File: config.mk
export PLATFORM = sky130hd
export DESIGN_NAME = cla_serial_adder
export DESIGN_NICKNAME = d
export VERILOG_FILES = /design/src/rtl/cla_serial_adder_pkg.sv /design/src/rtl/cla_adder.sv /design/src/rtl/cla_serial_adder.sv
export SDC_FILE = /design/constraint.sdc
export NUM_CORES = 1
export LEC_CHECK = 0
export CAP_MARGIN = 25
export CORE_MARGIN = 3
export CORE_UTILIZATION = 45
export DETAILED_ROUTE_END_ITERATION = 8
export PLACE_DENSITY = 0.69
export SETUP_SLACK_MARGIN = 0.1
export SLEW_MARGIN = 20
export SYNTH_ARGS = -nofsm -noshare
export SYNTH_HDL_FRONTEND = slang
export SYNTH_SLANG_ARGS = --single-unit
File: constraint.sdc
create_clock -name clk -period 4 [get_ports clk]
set_input_delay 0.8 -clock clk [delete_from_list [all_inputs] [get_ports clk]]
set_output_delay 0.8 -clock clk [all_outputs]
set_load 0.03 [all_outputs]
File: src/rtl/cla_serial_adder_pkg.sv
// Shared types and constants for the nibble-serial CLA adder.
// Slice width, FSM state encoding and index-width helper.
package cla_serial_adder_pkg;

  localparam int SLICE_W = 4;

  typedef enum logic [1:0] {
    IDLE = 2'd0,
    RUN  = 2'd1,
    DONE = 2'd2
  } state_t;

  function automatic int idx_w(input int n);
    return (n <= 1) ? 1 : $clog2(n);
  endfunction

endpackage

File: src/rtl/cla_adder.sv
// 4-bit carry-lookahead slice; purely combinational.
// sum[4] is the slice carry-out.
module cla_adder (
  input  logic [3:0] a,
  input  logic [3:0] b,
  input  logic       c_in,
  output logic [4:0] sum
);

  logic [3:0] w_g;
  logic [3:0] w_p;
  logic [4:0] w_c;

  assign w_g = a & b;
  assign w_p = a ^ b;

  assign w_c[0] = c_in;
  assign w_c[1] = w_g[0] | (w_p[0] & w_c[0]);
  assign w_c[2] = w_g[1] | (w_p[1] & w_g[0])
                | (w_p[1] & w_p[0] & w_c[0]);
  assign w_c[3] = w_g[2] | (w_p[2] & w_g[1])
                | (w_p[2] & w_p[1] & w_g[0])
                | (w_p[2] & w_p[1] & w_p[0] & w_c[0]);
  assign w_c[4] = w_g[3] | (w_p[3] & w_g[2])
                | (w_p[3] & w_p[2] & w_g[1])
                | (w_p[3] & w_p[2] & w_p[1] & w_g[0])
                | (w_p[3] & w_p[2] & w_p[1] & w_p[0] & w_c[0]);

  assign sum = {w_c[4], w_p ^ w_c[3:0]};

endmodule

File: src/rtl/cla_serial_adder.sv
// Nibble-serial wide adder: one CLA slice reused per cycle,
// carry chained through r_carry, result held until handshake.
module cla_serial_adder
  import cla_serial_adder_pkg::*;
#(
  parameter int WIDTH = 16
) (
  input  logic             clk,
  input  logic             rst_n,
  input  logic             in_valid,
  output logic             in_ready,
  input  logic [WIDTH-1:0] in_a,
  input  logic [WIDTH-1:0] in_b,
  input  logic             in_cin,
  output logic             out_valid,
  input  logic             out_ready,
  output logic [WIDTH:0]   out_sum
);

  localparam int NSLICES = WIDTH / SLICE_W;
  localparam int IW      = idx_w(NSLICES);

  if ((WIDTH < SLICE_W) || ((WIDTH % SLICE_W) != 0)) begin : g_bad_width
    $error("cla_serial_adder: WIDTH must be a multiple of 4, >= 4");
  end

  state_t           r_state;
  state_t           w_next;
  logic             r_live;
  logic [IW-1:0]    r_idx;
  logic             r_carry;
  logic [WIDTH-1:0] r_a;
  logic [WIDTH-1:0] r_b;
  logic [WIDTH:0]   r_res;

  logic             w_acc;
  logic             w_last;
  logic [3:0]       w_sa;
  logic [3:0]       w_sb;
  logic [4:0]       w_s;

  assign w_acc  = in_valid & in_ready;
  assign w_last = (r_idx == IW'(NSLICES - 1));
  assign w_sa   = r_a[r_idx*SLICE_W +: SLICE_W];
  assign w_sb   = r_b[r_idx*SLICE_W +: SLICE_W];

  cla_adder u_slice (
    .a    (w_sa),
    .b    (w_sb),
    .c_in (r_carry),
    .sum  (w_s)
  );

  always_ff @(posedge clk or negedge rst_n) begin
    if (!rst_n) begin
      r_state <= IDLE;
    end else begin
      r_state <= w_next;
    end
  end

  always_comb begin
    w_next = r_state;
    unique case (r_state)
      IDLE:    if (w_acc) w_next = RUN;
      RUN:     if (w_last) w_next = DONE;
      DONE:    if (out_ready) w_next = IDLE;
      default: w_next = IDLE;
    endcase
  end

  // in_ready stays low for the first cycle out of reset
  always_comb begin
    in_ready  = 1'b0;
    out_valid = 1'b0;
    unique case (r_state)
      IDLE:    in_ready  = r_live;
      DONE:    out_valid = 1'b1;
      default: ;
    endcase
  end

  always_ff @(posedge clk or negedge rst_n) begin
    if (!rst_n) begin
      r_live  <= 1'b0;
      r_idx   <= '0;
      r_carry <= 1'b0;
      r_a     <= '0;
      r_b     <= '0;
      r_res   <= '0;
    end else begin
      r_live <= 1'b1;
      if (w_acc) begin
        r_a     <= in_a;
        r_b     <= in_b;
        r_carry <= in_cin;
        r_idx   <= '0;
      end else if (r_state == RUN) begin
        r_res[r_idx*SLICE_W +: SLICE_W] <= w_s[3:0];
        r_carry <= w_s[4];
        if (w_last) begin
          r_res[WIDTH] <= w_s[4];
        end else begin
          r_idx <= r_idx + 1'b1;
        end
      end
    end
  end

  assign out_sum = r_res;

endmodule
* After elaboration in Yosys (flattened, before gate mapping)
Index checks and enable logic that the tools add are counted.
Word-level totals: flip-flop bits (word level) 55, bits in latches 0, bits in writable memories 0, ROM bits 0, bits of input ports 37, output and inout bits 19, memories 0
Operators by class: add/sub/neg operators 2, $mul 0, divide/modulo/power cells 0, $lt $le $gt $ge 0, eq/ne operators 7, shift-type cells 4, multiplexer cells 13, bitwise logic cells 31, reduce and logical (&&, ||, !) cells 5
Operators with widths (number):
- 4-bit negation with 34-bit output | 1
- 4-bit by 34-bit variable shift with 17-bit output (first input constant) | 1
- 4-bit by 34-bit variable part select with 17-bit output | 1
- 16-bit by 5-bit variable part select with 4-bit output | 2
- 1-bit bitwise AND | 17
- 17-bit bitwise mux | 1
- 2-bit 2-to-1 mux | 6
- 1-bit OR | 10
- 2-bit != test (second input constant) | 4
- 4-bit XOR | 2
- 2-bit one-hot mux with 3 select lines | 1
- 1-bit 2-to-1 mux | 5
- 4-bit bitwise AND | 1
- 2-bit == test (second input constant) | 2
- 2-bit AND reduction | 2
- 3-bit AND reduction | 1
- 2-bit by 1-bit adder with 2-bit output (second input constant) | 1
- 2-bit by 1-bit == test with 1-bit output (second input constant) | 1
- 2-bit zero test | 1
- 2-bit nonzero test | 1
- 1-bit NOT | 1

* Logic depth before layout (Yosys ltp)
Gate-level depths: netlist of run 1.
word-level depth 10, mapped depth 8, gate-level depth less buffers 6

* Hierarchy
Synthesis of run 1 repeated with hierarchy kept, for this count alone.
Unflattened totals: cell total of the unflattened synthesis 190, area, all modules 2738.9 um^2
By module, submodules not included:
- cla_serial_adder | instances 1, cells each 173, area each 2591.2 um^2, sequential area each 1376.3 um^2
- cla_adder | instances 1, cells each 17, area each 147.6 um^2, sequential area each 0.0 um^2

* Worst setup path before layout of run 1
No wires, ideal clock.
path kind reg-to-reg, start register r_idx[0], end register r_res[10] (netlist: out_sum[10]), setup time 0.132 ns, arrival 2.346 ns, slack 1.522 ns, stages on the path, launching flop included 9, period minus slack after synthesis 2.478 ns, cells stage by stage dfrtp_1 > buf_4 > buf_2 > mux4_2 > ha_1 > a21o_1 > a21oi_1 > xor2_1 > o31ai_1
On the way: cells in the longest elaborated chain, start to end 9, elaborated cells on any way between the ends 24, those cells by class add/sub (1); shift (4); mux (1); bitwise (18)
Ends and longest elaborated chain:
- start, declared | RTL line cla_serial_adder.sv:30 | logic [IW-1:0] r_idx;
- start signal, assigned | RTL line cla_serial_adder.sv:104 | r_idx <= r_idx + 1'b1;
- 16-bit by 5-bit variable part select with 4-bit output, on equally long branches | RTL line cla_serial_adder.sv:44, cla_serial_adder.sv:45
- 4-bit XOR or 4-bit bitwise AND (tied branches) | RTL line cla_adder.sv:15, cla_adder.sv:14
- 1-bit bitwise AND, on equally long branches | RTL line cla_adder.sv:21, cla_adder.sv:22, cla_adder.sv:23
- 1-bit OR, or another cell as far along | RTL line cla_adder.sv:21 | assign w_c[3] = w_g[2] | (w_p[2] & w_g[1])
- 1-bit OR or 1-bit bitwise AND (tied branches) | RTL line cla_adder.sv:22, cla_adder.sv:23
- 1-bit OR | RTL line cla_adder.sv:23 | | (w_p[2] & w_p[1] & w_p[0] & w_c[0]);
- 4-bit XOR | RTL line cla_adder.sv:29 | assign sum = {w_c[4], w_p ^ w_c[3:0]};
- 4-bit by 34-bit variable part select with 17-bit output | RTL line cla_serial_adder.sv:99 | r_res[r_idx*SLICE_W +: SLICE_W] <= w_s[3:0];
- 17-bit bitwise mux * | RTL line cla_serial_adder.sv:99
- end signal, assigned by index | RTL line cla_serial_adder.sv:99
- end signal, assigned by index | RTL line cla_serial_adder.sv:102 | r_res[WIDTH] <= w_s[4];
- end, declared | RTL line cla_serial_adder.sv:34 | logic [WIDTH:0] r_res;
Mark *: on every way between the ends. The rest lies on a longest branch, timed or not. A chain may end at the register's enable or synchronous reset.

* Worst setup path in the final report of run 1
Same ends and word-level chain as after synthesis.

==> results.py, run 1 <==
metrics = {
    "clock_network": {
        "cts_setup_buffers": 0,
        "cts_tree": "done",
        "clk_latency_ns": 0.30,
        "clock-root-buffer": "clkbuf_8",
        "cts-resized-gates": 0,
        "clkTransAtPathRegs_ns": 0.09,
        "cts_max_level": 2,
        "cts_hold_buf": 0,
        "cts.sinks": 55,
        "clock_path_buffers": 2,
        "numCtsBuffers": 5,
    },
    "synth": {
        "syn_inst": 193,
        "yosysTopAreaCellShare": 0.502,
        "synth_area_um2": 2740,
        "synth_area_per_cell_um2": 14.2,
        "synth-main-ff-cell": "dfrtp_1",
        "yosys_warnings": 0,
        "synth_nets": 243,
        "yosysMostFrequentCell": "dfrtp_1",
        "synth_edf_count": 0,
        "synth_seq_cells": 55,
        "synth-seq-area-share": 0.502,
        "synth_area_leaders": "dfrtp_1 (50%), mux2_4 (14%), mux4_2 (6.6%), ha_1 (5.5%), buf_12 (2.9%)",
        "synth_cell_types": 35,
        "synth_area_leader_cell": "dfrtp_1",
        "synthTopCellsByCount": "dfrtp_1 (55), mux2_4 (25), nand2_1 (18)",
        "async_reset_ff_frac": 1.00,
    },
    "routing": {
        "postRouteAntennaNets": 0,
        "num_vias": 1667,
        "dr_wl_met2_mm": 2.24,
        "met3_length_um": 236,
        "drt_iter0_drc": 79,
        "topRoutingLayerUsed": "met4",
        "post_drt_wl_per_cell_um": 15.1,
        "met1Wirelength_mm": 2.32,
        "via_per_inst": 5.18,
        "drc": 0,
        "wl_mm": 4.85,
        "firstDrtPassIters": 4,
    },
    "timing": {
        "rsz0062_at_grt": "no",
        "clock_skew_ns": 0.00431,
        "slew_violations": 0,
        "setup_tns_ns": 0,
        "hold_viol_final": 0,
        "post-route-period-util": 0.696,
        "worst_pin_slew_ns": 0.796,
        "relSlewSlack": 0.469,
        "clock.fmax_mhz": 359,
        "min_period_ns": 2.79,
        "setup_viol": 0,
    },
    "pwr": {
        "irDropWorstVdd_uv": 448,
        "power.density_nw_per_um2": 897,
        "cellLeakagePower_nw": 1.49,
        "power_mw": 3.06,
    },
    "floorplan": {
        "fp-row-count": 27,
        "dieArea_um2": 7070,
        "core_um2": 5710,
        "pin_count": 56,
        "die_h_um": 84.1,
        "start_util": 0.481,
        "dieWidth_um": 84.1,
    },
    "final_layout": {
        "nets": 299,
        "area_growth_pct": 24.2,
        "drive_above_1_share": 0.228,
        "diodes": 0,
    },
    "place": {
        "gp_congestion": 0.831,
        "port_buffers": 55,
        "dpl.hpwl_mm": 3.61,
    },
    "worst_setup_path": {
        "required_ns": 4.18,
        "path_delay_family": "flip-flops",
        "arrival_ns": 2.97,
        "crit_buf_inv": 0,
        "slowest_stage": "dfrtp_1",
        "slowest_delay_ns": 0.87,
        "crit_fanout": 18,
        "path_class": "reg2reg",
        "crit_chain": "mux4_2 > ha_1 > a21o_1 > a21oi_1 > xor2_1 > o31ai_1",
        "worstSetupEndpointType": "register",
        "start_kind": "register",
    },
    "global_routing": {
        "overflow": 0,
        "grt_pass1_vias": 1718,
        "grt_start_max_net_pins": 38,
        "antenna_found_initial": 0,
        "grt_pass1_wl_mm": 8.16,
        "grt_usage": 0.146,
    },
    "outcome": {
        "outcome": "finished, final reports clean",
    },
    "min_path": {
        "hold_path.class": "reg2reg",
    },
    "flow_run": {
        "cap_violations": 0,
    },
}
==> cells by family (layout without fill, tap and decap cells) <==
kind of cell / after synthesis / count (layout) / share of synthesized area
fa+ha+maj: 13 / 13 / 0.0620
compound gates: 27 / 27 / 0.0730
buf+inv: 13 / 70 / 0.0433
xor+xnor: 5 / 5 / 0.0160
flops: 55 / 55 / 0.502
simple gates: 39 / 39 / 0.0716
mux: 40 / 40 / 0.231
other cells: 1 / 1 / 0.00137
==> final timing paths <==
kind | start | end | slack, ns | cells past startpoint
worst max-delay path | r_idx[0]$_DFFE_PN0P_ | out_sum[10]$_DFFE_PN0P_ | 1.21 | 6
worst min-delay path | out_sum[2]$_DFFE_PN0P_ | out_sum[2]$_DFFE_PN0P_ | 0.48 | 2
worst max register to register | r_idx[0]$_DFFE_PN0P_ | out_sum[10]$_DFFE_PN0P_ | 1.21 | 6
worst min register to register | out_sum[2]$_DFFE_PN0P_ | out_sum[2]$_DFFE_PN0P_ | 0.48 | 2
max in group asynchronous | rst_n | r_b[2]$_DFFE_PN0P_ | 2.70 | 2
min in group asynchronous | rst_n | out_sum[4]$_DFFE_PN0P_ | 0.50 | 1
==> metal layers <==
metal | global-route usage | vias up
li1 | - | 804
met5 | 0 | -
met3 | 0.0385 | 5
met2 | 0.234 | 43
met4 | 0.0365 | 0
met1 | 0.198 | 815
==> stage by stage <==
| stage | hold WS (ns) | util | setup slack, ns | area, um2 | cells |
|---|---|---|---|---|---|
| finish | 0.481 | 0.597 | 1.21 | 3410 | 322 |
| global route | 0.505 | 0.597 | 1.02 | 3410 | 322 |
| CTS | 0.490 | 0.597 | 1.18 | 3410 | 322 |
| detailed placement | 0.468 | 0.576 | 1.20 | 3290 | 314 |
| global placement | 0.462 | 0.576 | 1.21 | 3290 | 314 |
| floorplan | 0.475 | - | 1.52 | 2740 | 193 |
==> power by group <==
group          switching [mW]  internal (mW)
Sequential              0.200          0.810
Clock                   0.176          0.203
Combinational           0.836          0.832
==> state kept, by name, summed over array words and instances (netlist names) <==
name,cells
out_sum,17
r_a,16
r_b,16
r_carry,1
r_idx,2
r_live,1
r_state,2
==> worst reg2reg max path, cell delays in order, from the launching register on <==
cell     delay, ns
dfrtp_1       0.87
mux4_2        0.66
ha_1          0.33
a21o_1        0.18
a21oi_1       0.17
xor2_1        0.33
o31ai_1       0.13
==> layout make-up <==
cell class	count	area (um2)
Fill cell	463	2300
Sequential cell	55	1380
Multi-Input combinational cell	125	1250
Timing Repair Buffer	56	553
Tap cell	72	90.1
Clock buffer	6	82.6
Clock inverter	2	35.0
Inverter	6	22.5
==> layout by cell type (no fill, tap or decap), types with 2 or more instances in the layout <==
cell type,Yosys,final
nand3_1,2,2
and2b_2,2,2
mux4_2,8,8
mux2_2,7,7
nor3b_1,2,2
inv_1,6,6
ha_1,12,12
dfrtp_1,55,55
nor2_1,7,7
mux2_4,25,25
clkbuf_8,0,6
a22o_1,8,8
nand2_1,18,18
o21ai_0,3,3
xnor2_1,4,4
a21oi_1,4,4
or3_1,2,2
clkdlybuf4s50_1,0,54
o31ai_1,7,7
Power figures use the tool's default switching activity.
==> run 2, diff against run 1 <==
clock period = 2.7 ns   (was 4 ns; I/O delays follow)
==> run 2 against run 1 <==
Against the previous run: via count is 1.1% higher; critical path depth is 1 higher; die area stayed put; register-to-register slack worse by 0.97 ns; flip-flop and latch count stayed put; hold slack worse by 0.24 ns; sequential share of layout area is 0.49 points lower; non-clock buffer count is 7 higher.
==> results.py, run 2 (synthesis gave the netlist of run 1 again) <==
metrics = {
    "routing": {
        "via_per_inst": 5.12,
        "post_drt_wl_per_cell_um": 15.2,
        "postRouteAntennaNets": 0,
        "met3_length_um": 241,
        "num_vias": 1686,
        "drc": 0,
        "firstDrtPassIters": 4,
        "topRoutingLayerUsed": "met4",
        "met1Wirelength_mm": 2.35,
        "wl_mm": 5.01,
        "dr_wl_met2_mm": 2.33,
        "drt_iter0_drc": 63,
    },
    "pwr": {
        "cellLeakagePower_nw": 1.52,
        "power.density_nw_per_um2": 1320,
        "irDropWorstVdd_uv": 608,
        "power_mw": 4.55,
    },
    "global_routing": {
        "overflow": 0,
        "grt_pass1_vias": 1761,
        "grt_start_max_net_pins": 29,
        "grt_usage": 0.154,
        "grt_pass1_wl_mm": 8.66,
        "antenna_found_initial": 0,
    },
    "place": {
        "dpl.hpwl_mm": 3.83,
        "gp_congestion": 0.878,
        "port_buffers": 55,
        "place_ws_ns": 0.182,
    },
    "final_layout": {
        "mostFrequentLayoutCells": "clkdlybuf4s50_1 (54), dfrtp_1 (54), mux2_4 (25)",
        "area_growth_pct": 25.9,
        "regArea_um2": 1380,
        "multi_input_area_um2": 1260,
        "nFillCells": 463,
        "drive_above_1_share": 0.253,
        "largest_register_ffs": 17,
        "nets": 306,
        "diodes": 0,
    },
    "timing": {
        "worst_pin_slew_ns": 0.634,
        "clock.fmax_mhz": 408,
        "rsz0062_at_grt": "no",
        "min_period_ns": 2.45,
        "relSlewSlack": 0.577,
        "post-route-period-util": 0.908,
        "layout_setup_ws_ns": 0.248,
        "hold_viol_final": 0,
        "setup_tns_ns": 0,
        "slew_violations": 0,
        "setup_viol": 0,
        "clock_skew_ns": 0.0108,
    },
    "floorplan": {
        "die_h_um": 84.1,
        "core_um2": 5710,
        "dieArea_um2": 7070,
        "dieWidth_um": 84.1,
        "pin_count": 56,
        "fp-row-count": 27,
        "start_util": 0.481,
    },
    "worst_setup_path": {
        "arrival_ns": 2.66,
        "worstSetupEndpointType": "register",
        "required_ns": 2.91,
        "path_class": "reg2reg",
        "crit_fanout": 6,
        "start_kind": "register",
    },
    "outcome": {
        "outcome": "finished, final reports clean",
    },
    "clock_network": {
        "cts_tree": "done",
        "clk_latency_ns": 0.31,
        "cts_max_level": 2,
        "clkTransAtPathRegs_ns": 0.10,
        "clock-root-buffer": "clkbuf_8",
        "cts.sinks": 55,
        "clock_path_buffers": 2,
        "numCtsBuffers": 5,
    },
    "min_path": {
        "hold_path.class": "in2async",
    },
    "flow_run": {
        "cap_violations": 0,
    },
}
## run 2: layout make-up
type,instances,share of cell area
Clock buffer,7,0.0221
Inverter,6,0.00652
Tap cell,72,0.0261
Multi-Input combinational cell,125,0.366
Sequential cell,55,0.399
Timing Repair Buffer,63,0.179
Clock inverter,1,0.00145
## run 2: power breakdown
group | switching, mW | internal (mW) | total [mW]
registers | 0.260 | 1.20 | 1.46
clock network | 0.253 | 0.183 | 0.436
logic | 1.32 | 1.33 | 2.65
total | 1.83 | 2.72 | 4.55
## run 2: repair_timing
action                     in CTS  in global routing
setup endpoints to repair       0                  7
setup buffers                   0                  0
gates resized for setup         0                  3
hold buffers                    0                  0
## run 2: final timing paths
check,slack (ns),startpoint,depth (start not counted),endpoint
setup / recovery,0.25,r_idx[0]$_DFFE_PN0P_,7,out_sum[2]$_DFFE_PN0P_
hold / removal,0.24,rst_n,1,out_sum[5]$_DFFE_PN0P_
setup reg to reg,0.25,r_idx[0]$_DFFE_PN0P_,7,out_sum[2]$_DFFE_PN0P_
hold reg to reg,0.48,out_sum[1]$_DFFE_PN0P_,2,out_sum[1]$_DFFE_PN0P_
max in group asynchronous,1.88,rst_n,2,r_idx[0]$_DFFE_PN0P_
min in group clk,0.48,out_sum[1]$_DFFE_PN0P_,2,out_sum[1]$_DFFE_PN0P_
## run 2: metal layers
layer / GRT usage / up-vias
li1: - / 817
met1: 0.208 / 814
met2: 0.240 / 47
met3: 0.0365 / 8
met4: 0.0614 / 0
met5: 0 / -
## run 2: stage by stage
step / cell area (um2) / cells / hold WS, ns / utilization
after floorplan: 2740 / 193 / 0.244 / -
after global placement: 3360 / 321 / 0.463 / 0.588
after detailed placement: 3360 / 321 / 0.470 / 0.588
after CTS: 3440 / 329 / 0.260 / 0.602
after global routing: 3450 / 329 / 0.283 / 0.605
final: 3450 / 329 / 0.238 / 0.605
## run 2: critical path, stage by stage, from the launching register on
cell	delay, ns
dfrtp_2	0.43
buf_4	0.19
mux4_2	0.57
ha_1	0.34
a21o_1	0.18
a21oi_1	0.22
xor2_2	0.13
o31ai_1	0.28
==> run 3, diff against run 2 <==
CAP_MARGIN = 20   (was 25)
PLACE_DENSITY = 0.72   (was 0.69)
SYNTH_HIERARCHICAL = 1   (was default)
clock period = 2.25 ns   (was 2.7 ns; I/O delays follow)
==> run 3 against run 2 <==
Against the previous run: the flow now finishes with violations (negative setup slack); register-to-register slack worse by 0.40 ns; final cell count is 2.7% higher; maximum frequency rose by 2.2%; core utilization increased by 3.6 points; synthesized cell count shrank 1.6%; largest power group unchanged.
==> results.py, run 3 <==
metrics = {
    "outcome": {
        "outcome": "finished, violations left",
        "violations": "negative setup slack",
    },
    "floorplan": {
        "fp-row-count": 27,
        "die_h_um": 84.0,
        "pin_count": 56,
        "dieArea_um2": 7060,
        "core_um2": 5710,
        "dieWidth_um": 84.0,
        "start_util": 0.480,
    },
    "synth": {
        "yosysMostFrequentCell": "dfrtp_1",
        "synth_seq_cells": 55,
        "synth_mux_area_frac": 0.239,
        "synth-xor-area-share": 0.0128,
        "synth-main-ff-cell": "dfrtp_1",
        "synth_area_per_cell_um2": 14.4,
        "synthTopCellsByCount": "dfrtp_1 (55), mux2_4 (25), nand2_1 (17)",
        "yosys.area_share.simple": 0.0745,
        "synth_area_um2": 2740,
        "synth_fa_ha_area_frac": 0.0576,
        "synth_top_family_by_area": "multiplexers",
        "yosys_warnings": 6,
        "async_reset_ff_frac": 1.00,
        "synth_nets": 239,
        "synth_cell_types": 33,
        "synth_compound_area_frac": 0.0694,
        "syn_inst": 190,
        "synth-seq-area-share": 0.503,
        "synth_edf_count": 0,
        "synth_area_leaders": "dfrtp_1 (50%), mux2_4 (14%), mux4_2 (6.6%), ha_1 (5.0%), mux2_2 (3.3%)",
        "yosysTopAreaCellShare": 0.503,
        "synth_area_leader_cell": "dfrtp_1",
    },
    "routing": {
        "drc": 0,
        "post_drt_wl_per_cell_um": 15.2,
        "postRouteAntennaNets": 0,
        "firstDrtPassIters": 4,
        "via_per_inst": 5.02,
        "wl_mm": 5.13,
        "drt_iter0_drc": 96,
        "num_vias": 1696,
    },
    "worst_setup_path": {
        "crit_buf_inv": 1,
        "start_kind": "register",
        "arrival_ns": 2.59,
        "crit_fanout": 4,
        "worstSetupEndpointType": "register",
        "cpMostUsedCell": "a21o_1",
        "slowest_delay_ns": 0.51,
        "r2r_slack_ns": -0.15,
        "crit_chain": "buf_12 > mux4_2 > ha_1 > a21o_1 > a31o_1 > a21o_1 > nand2_1 > o21ai_1 > mux2_4",
        "path_class": "reg2reg",
        "required_ns": 2.44,
        "slowest_stage": "mux4_2",
        "path_delay_family": "multiplexers",
    },
    "final_layout": {
        "drive_above_1_share": 0.301,
        "layout_commonest_cell": "dfrtp_1",
        "diodes": 0,
        "final_area_um2": 3660,
        "mostFrequentLayoutCells": "dfrtp_1 (54), clkdlybuf4s50_1 (52), mux2_4 (26)",
        "nets": 314,
        "area_growth_pct": 33.5,
        "largest_register_ffs": 17,
    },
    "clock_network": {
        "clkTransAtPathRegs_ns": 0.10,
        "clk_latency_ns": 0.31,
        "cts_tree": "done",
        "numCtsBuffers": 5,
        "cts.sinks": 55,
        "cts_max_level": 2,
        "clock-root-buffer": "clkbuf_8",
        "clock_path_buffers": 2,
    },
    "timing": {
        "rsz0062_at_grt": "yes",
        "holdWs_ns": 0.135,
        "clock.fmax_mhz": 417,
        "setup_viol": 9,
        "layout_setup_ws_ns": -0.150,
        "relSlewSlack": 0.601,
        "hold_viol_final": 0,
        "post-route-period-util": 1.07,
        "worst_pin_slew_ns": 0.599,
        "slew_violations": 0,
        "min_period_ns": 2.40,
        "clock_skew_ns": 0.0115,
    },
    "global_routing": {
        "grt_usage": 0.153,
        "grt_use_met2": 0.244,
        "antenna_found_initial": 0,
        "busiest_layer": "met2",
        "met3_usage": 0.0375,
        "overflow": 0,
        "grt_pass1_wl_mm": 8.51,
        "use_met1": 0.207,
        "grt_start_max_net_pins": 38,
        "grt_pass1_vias": 1744,
    },
    "place": {
        "gp_congestion": 0.809,
        "dpl.hpwl_mm": 3.87,
        "dpl_cell_area_um2": 3430,
        "port_buffers": 55,
    },
    "pwr": {
        "power.internal_mw": 3.74,
        "power_switching_mw": 2.24,
        "combinationalPowerShare": 0.607,
        "clkPwrFrac": 0.107,
        "power.density_nw_per_um2": 1640,
        "swShare": 0.374,
        "cellLeakagePower_nw": 1.62,
        "irDropWorstVdd_uv": 903,
        "seqPwrFrac": 0.286,
    },
    "flow_run": {
        "cap_violations": 0,
    },
    "min_path": {
        "hold_path.class": "in2async",
    },
}
==> run 3: cell count changes in the layout (fill, tap and decap cells not counted), sizes merged, moves of 4 or more <==
cell | previous run | this run
buf | 9 | 21
o31ai | 7 | 12
a22o | 8 | 4
nor2 | 7 | 1
nand3b | 0 | 4
nand2b | 0 | 6
==> run 3: worst paths after layout <==
check                                        start                 endpoint  depth (start not counted)
min reg2reg                out_sum[14]$_DFFE_PN0P_  out_sum[14]$_DFFE_PN0P_                          2
max                           r_idx[0]$_DFFE_PN0P_  out_sum[16]$_DFFE_PN0P_                          9
max in group asynchronous                    rst_n  out_sum[16]$_DFFE_PN0P_                          2
min in group clk           out_sum[14]$_DFFE_PN0P_  out_sum[14]$_DFFE_PN0P_                          2
min                                          rst_n       r_b[4]$_DFFE_PN0P_                          1
max reg2reg                   r_idx[0]$_DFFE_PN0P_  out_sum[16]$_DFFE_PN0P_                          9
==> run 3: cells by family after synthesis <==
kind of cell | after synthesis
compound gates | 26
fa+ha+maj | 12
mux | 42
xor+xnor | 4
simple gates | 35
flops | 55
other cells | 1
buf+inv | 15
==> run 3: final cells by class <==
class	count	area (um2)
multi-input combinational	120	1330
clock buffer	7	76.3
fill	445	2050
tap	72	90.1
inverter	8	30.0
timing repair buffer	75	722
clock inverter	1	30.0
sequential	55	1380
==> run 3: routing by layer <==
metal	vias to the layer above	share of wire
met1	815	0.48
li1	832	-
met2	45	0.47
met3	4	0.044
met5	-	0
met4	0	0.011
==> run 3: through the flow <==
| step | setup WS (ns) | instances | utilization | power (mW) | setup TNS (ns) |
|---|---|---|---|---|---|
| 2_1_floorplan | -0.160 | 190 | - | 3.85 | -0.412 |
| 3_3_place_gp | -0.133 | 324 | 0.601 | 4.86 | -0.511 |
| 3_5_place_dp | -0.187 | 324 | 0.601 | 4.94 | -0.991 |
| 4_1_cts | -0.120 | 335 | 0.626 | 5.71 | -0.600 |
| 5_1_grt | -0.239 | 338 | 0.640 | 6.39 | -1.70 |
| 6_report | -0.150 | 338 | 0.640 | 5.98 | -0.541 |
==> run 3: what timing repair did <==
action,in CTS,in global routing
hold buffers,0,0
endpoints found under the setup margin,18,18
gates resized for setup,3,9
pin swaps,6,8
buffers inserted,3,3
==> run 3: power groups by stage <==
stage | registers (mW) | logic [mW] | clock network [mW]
detailed placement | 1.76 | 3.18 | 0
CTS | 1.72 | 3.33 | 0.656
finish | 1.71 | 3.63 | 0.639
floorplan | 1.79 | 2.06 | 0
global route | 1.77 | 3.93 | 0.691
global placement | 1.76 | 3.10 | 0
